`config.mk`:
```
export PLATFORM = sky130hd
export DESIGN_NAME = priority_encoder_flat
export DESIGN_NICKNAME = d
export VERILOG_FILES = /design/src/rtl/priority_encoder_if.sv /design/src/rtl/priority_encoder.sv /design/src/flat_wrapper.sv
export SDC_FILE = /design/constraint.sdc
export NUM_CORES = 1
export LEC_CHECK = 0
export ABC_CLOCK_PERIOD_IN_PS = 1700
export CAP_MARGIN = 20
export CORE_AREA = 8 8 45 47
export DETAILED_ROUTE_END_ITERATION = 8
export DIE_AREA = 0 0 53 55
export GPL_ROUTABILITY_DRIVEN = 0
export SLEW_MARGIN = 5
export SYNTH_ARGS = -nofsm -noshare
export SYNTH_HDL_FRONTEND = slang
export SYNTH_SLANG_ARGS = --single-unit
```
`constraint.sdc`:
```
create_clock -name clk -period 1.7 [get_ports clk]
set_clock_uncertainty 0.05 [all_clocks]
set_input_delay 0.17 -clock clk [delete_from_list [all_inputs] [get_ports clk]]
set_output_delay 0.17 -clock clk [all_outputs]
set_load 0.01 [all_outputs]
```
`src/rtl/priority_encoder_if.sv`:
```
// Bundle for the TLB match-vector priority encoder: raw match vector in,
// combinational and registered encode results out.
interface priority_encoder_if #(
    parameter int OUT_WIDTH = 3
);
    localparam int N = 1 << OUT_WIDTH;

    logic [N-1:0]         in;
    logic [OUT_WIDTH-1:0] out;
    logic                 found;
    logic                 multi;
    logic [OUT_WIDTH-1:0] out_q;
    logic                 found_q;
    logic                 multi_q;

    modport master (
        output in,
        input  out, found, multi, out_q, found_q, multi_q
    );

    modport slave (
        input  in,
        output out, found, multi, out_q, found_q, multi_q
    );
endinterface

```
`src/rtl/priority_encoder.sv`:
```
// Lowest-index-first priority encoder for the TLB comparator outputs, with hit
// and multi-hit flags, plus a one-cycle registered copy of all results.
module priority_encoder #(
    parameter int OUT_WIDTH = 3
) (
    input  logic               clk,
    input  logic               res,
    priority_encoder_if.slave  bus
);
    localparam int N = 1 << OUT_WIDTH;

    logic [N-1:0]         inMinusOne;
    logic [OUT_WIDTH-1:0] out_d;
    logic                 found_d;
    logic                 multi_d;
    logic [OUT_WIDTH-1:0] out_q;
    logic                 found_q;
    logic                 multi_q;

    // Scan from the top down so the lowest set bit is the last one written.
    always_comb begin
        out_d = '0;
        for (int i = N - 1; i >= 0; i--) begin
            if (bus.in[i]) begin
                out_d = OUT_WIDTH'(i);
            end
        end
    end

    // Clearing the lowest set bit leaves something only on a multi-hit.
    assign inMinusOne = bus.in - {{(N-1){1'b0}}, 1'b1};
    assign found_d    = |bus.in;
    assign multi_d    = |(bus.in & inMinusOne);

    always_ff @(posedge clk or negedge res) begin
        if (!res) begin
            out_q   <= '0;
            found_q <= 1'b0;
            multi_q <= 1'b0;
        end else begin
            out_q   <= out_d;
            found_q <= found_d;
            multi_q <= multi_d;
        end
    end

    assign bus.out     = out_d;
    assign bus.found   = found_d;
    assign bus.multi   = multi_d;
    assign bus.out_q   = out_q;
    assign bus.found_q = found_q;
    assign bus.multi_q = multi_q;
endmodule

```
`src/flat_wrapper.sv`:
```
// flat-port wrapper written by rule: the top's interface ports become plain ports
module priority_encoder_flat 
#(
    parameter int OUT_WIDTH = 3
)
  (clk, res, bus_in, bus_out, bus_found, bus_multi, bus_out_q, bus_found_q, bus_multi_q);
  priority_encoder_if #(.OUT_WIDTH(OUT_WIDTH)) bus_i ();
  input  logic clk;
  input  logic res;
  input wire logic [$bits(bus_i.in)-1:0] bus_in;
  output wire logic [$bits(bus_i.out)-1:0] bus_out;
  output wire logic [$bits(bus_i.found)-1:0] bus_found;
  output wire logic [$bits(bus_i.multi)-1:0] bus_multi;
  output wire logic [$bits(bus_i.out_q)-1:0] bus_out_q;
  output wire logic [$bits(bus_i.found_q)-1:0] bus_found_q;
  output wire logic [$bits(bus_i.multi_q)-1:0] bus_multi_q;
  assign bus_i.in = bus_in;
  assign bus_out = bus_i.out;
  assign bus_found = bus_i.found;
  assign bus_multi = bus_i.multi;
  assign bus_out_q = bus_i.out_q;
  assign bus_found_q = bus_i.found_q;
  assign bus_multi_q = bus_i.multi_q;
  priority_encoder #(.OUT_WIDTH(OUT_WIDTH)) u_core (.clk(clk), .res(res), .bus(bus_i));
endmodule
```
==> results of run 1 <==
## power by group
group | internal [mW] | leakage (nW) | total [mW] | switching [mW]
clock network | 0.0884 | 0.0150 | 0.132 | 0.0439
registers | 0.124 | 0.0571 | 0.124 | 0.000839
logic | 0.0481 | 0.201 | 0.0875 | 0.0394
total | 0.260 | 0.273 | 0.344 | 0.0841
## layout make-up
cell class / instances / area, sq um / area share [%]
multi-input combinational: 20 / 163 / 27.0
inverter: 2 / 7.51 / 1.24
tap: 16 / 20.0 / 3.32
timing repair buffer: 30 / 262 / 43.4
clock buffer: 4 / 26.3 / 4.36
sequential: 5 / 125 / 20.7
## timing repair
action / CTS / global route
hold endpoints to repair: 0 / 0
buffers inserted: 1 / 0
pin swaps: 2 / 0
hold buffers: 0 / 0
endpoints found under the setup margin: 6 / 5
gates resized for setup: 32 / 3
## routing by layer
layer | wire (um) | vias to the layer above | global-route usage [%] | part of all wire [%]
met5 | 0 | - | 0 | 0
met4 | 0 | 0 | 6.47 | 0
met3 | 88 | 0 | 2.14 | 9.6
met2 | 486 | 12 | 11.9 | 53
met1 | 338 | 159 | 6.31 | 37
li1 | - | 171 | - | -
## state kept, by name, summed over array words and instances (netlist names)
| name | flops |
|---|---|
| u_core.bus.multi_q | 1 |
| u_core.bus.found_q | 1 |
| u_core.bus.out_q | 3 |
## through the flow
stage | hold WS (ns) | total power, mW | area, sq um
5_1_grt | 0.132 | 0.361 | 603
3_3_place_gp | 0.347 | 0.212 | 549
6_report | 0.101 | 0.344 | 603
3_5_place_dp | 0.357 | 0.213 | 549
2_1_floorplan | -0.176 | 0.147 | 264
4_1_cts | 0.101 | 0.351 | 589
## cell usage in the layout (no fill, tap or decap), types with 2 or more instances in the layout
cell type and count:
sky130_fd_sc_hd__buf_6 2, sky130_fd_sc_hd__buf_4 11, sky130_fd_sc_hd__clkbuf_4 3, sky130_fd_sc_hd__inv_1 2
sky130_fd_sc_hd__a21oi_1 2, sky130_fd_sc_hd__buf_2 2, sky130_fd_sc_hd__dlygate4sd2_1 6, sky130_fd_sc_hd__dfrtp_1 5
sky130_fd_sc_hd__nor3_1 3, sky130_fd_sc_hd__clkdlybuf4s50_1 6, sky130_fd_sc_hd__nor2_1 3
## logic make-up (layout without fill, tap and decap cells)
group,after synthesis,after routing,share of synthesized area [%]
compound gates,7,7,21.3
buf+inv,2,36,2.84
simple gates,12,12,24.6
fa+ha+maj,1,1,3.79
flops,5,5,47.4
## worst max-delay path by stage
stage,from,end,cells after the start
2_1_floorplan,bus_in[3],bus_multi,4
3_3_place_gp,bus_in[3],bus_multi,6
3_5_place_dp,bus_in[3],bus_multi,6
4_1_cts,bus_in[0],bus_multi,6
5_1_grt,bus_in[0],bus_multi,6
6_report,bus_in[0],bus_multi,6
==> metrics.txt, run 1 <==
status=finished with violations; violated checks=setup timing; final cell count without fillers=77; die width=53 um; final count of hold timing violations=0; most instantiated library cell after synthesis=sky130_fd_sc_hd__dfrtp_1; clk root buf=sky130_fd_sc_hd__clkbuf_4; CTS tree=built; cell accounting for the most synthesized area=sky130_fd_sc_hd__dfrtp_1; Total Routing Usage GR=6.86%; synthesized net count=37; IR Drop Worst-Case VDD=0.000166 V; pin count of the biggest net entering global routing=6; data arrival time at the worst-slack endpoint=1.51 ns; highest clock rate=0.578 GHz; dpl cells=72; number of nets at the end of the flow=72; Max H-tree Level=1; Final TNS setup=-0.0310 ns; total wire length after detailed routing=912 um; largest incremental delay on the critical path=0.56 ns; total congestion overflow after global routing=0; minimum period implied by the final worst setup slack=1.73 ns; Max stage delay cell, worst path=sky130_fd_sc_hd__or4_4; I/O Buffers=19; clk slew on worst S/H paths=0.04 ns; area grow syn2layout=128%; hpwl dp=731 um; initial standard-cell utilization of the core=19.1%; FP Rows=14; Final setup viols=1; part of the cycle the worst path needs=102%; Detailed Routing Iterations Pass 1=4; fraction of the core area covered by cells at the end of the flow=43.6%; crit path buf inv count=2; cell count after synthesis=27; height of the chip=55 um; standby leakage power=0.273 nW; path type of the worst min-delay path=primary input to async pin; path type of the worst setup path=primary input to output port; cells traversed along the worst timing path=buf_6, or4_4, a2111oi_4, a31o_1, o22ai_2, buf_2; final antenna diode count=0; P per Cell Area=571 mW/mm^2; count of flip-flops with a built-in enable after synthesis=0; via count of the first global-routing pass=361; Worst Path Required=1.48 ns; pin slew with the least headroom to its limit=0.415 ns; proportion of synthesized chip area in sequential cells=47.4%; Post-Synthesis Cell Area=264 sq um; unique cell type count in the Yosys netlist=15; most used standard cells in the synthesized netlist=sky130_fd_sc_hd__dfrtp_1, sky130_fd_sc_hd__nor3_1, sky130_fd_sc_hd__nor2_1; number of slew-limit violations in the final report=0; leading register cell type out of synthesis=sky130_fd_sc_hd__dfrtp_1; detailed-route vias per instance=4.44; initial antenna violation count=0; wire length of the first global-routing pass=1440 um; number of top-level pins=20; vias=342; family with the most delay on the worst path=simple AND/OR/NAND/NOR gates; main area contributors after synthesis=sky130_fd_sc_hd__dfrtp_1, sky130_fd_sc_hd__nor3_1, sky130_fd_sc_hd__a2111oi_2, sky130_fd_sc_hd__nor4_1, sky130_fd_sc_hd__nor2_1; warnings from Yosys=0; post-detailed-route count of antenna-violating nets=0; element type at the critical path start=primary input; total clock sinks=5; fillers=152; DRC violations left=0; fraction of layout cells with a size suffix above 1=39.3%; RSZ-0062 raised after global routing=true; minimum setup slack in the final design=-0.0310 ns; number of buffers created by CTS=3; Detailed Route Iter0 Violations=3; average cell area after synthesis=9.78 sq um; detailed-route wire length per cell=11.8 um; die outline area=0.00292 sq mm; maximum clock path buffer count=2; area of the core=0.00138 sq mm; Worst Setup End Kind=output port; share of the synthesized area in the top cell type=47.4%; count of state elements after synthesis=5; pre-CTS WS=-0.793 ns; async set-reset flop share out of synthesis=100%; Relative slew margins=72.3%; max-cap viol count=0; highest fanout seen on the critical path=3
(Power assumes the default switching activity.)
==> inputs of run 2 (changes only) <==
- CTS_CLUSTER_DIAMETER: unset -> 40
==> results of run 2 <==
No change in the layout: final DEF, timing and power equal those of run 1.
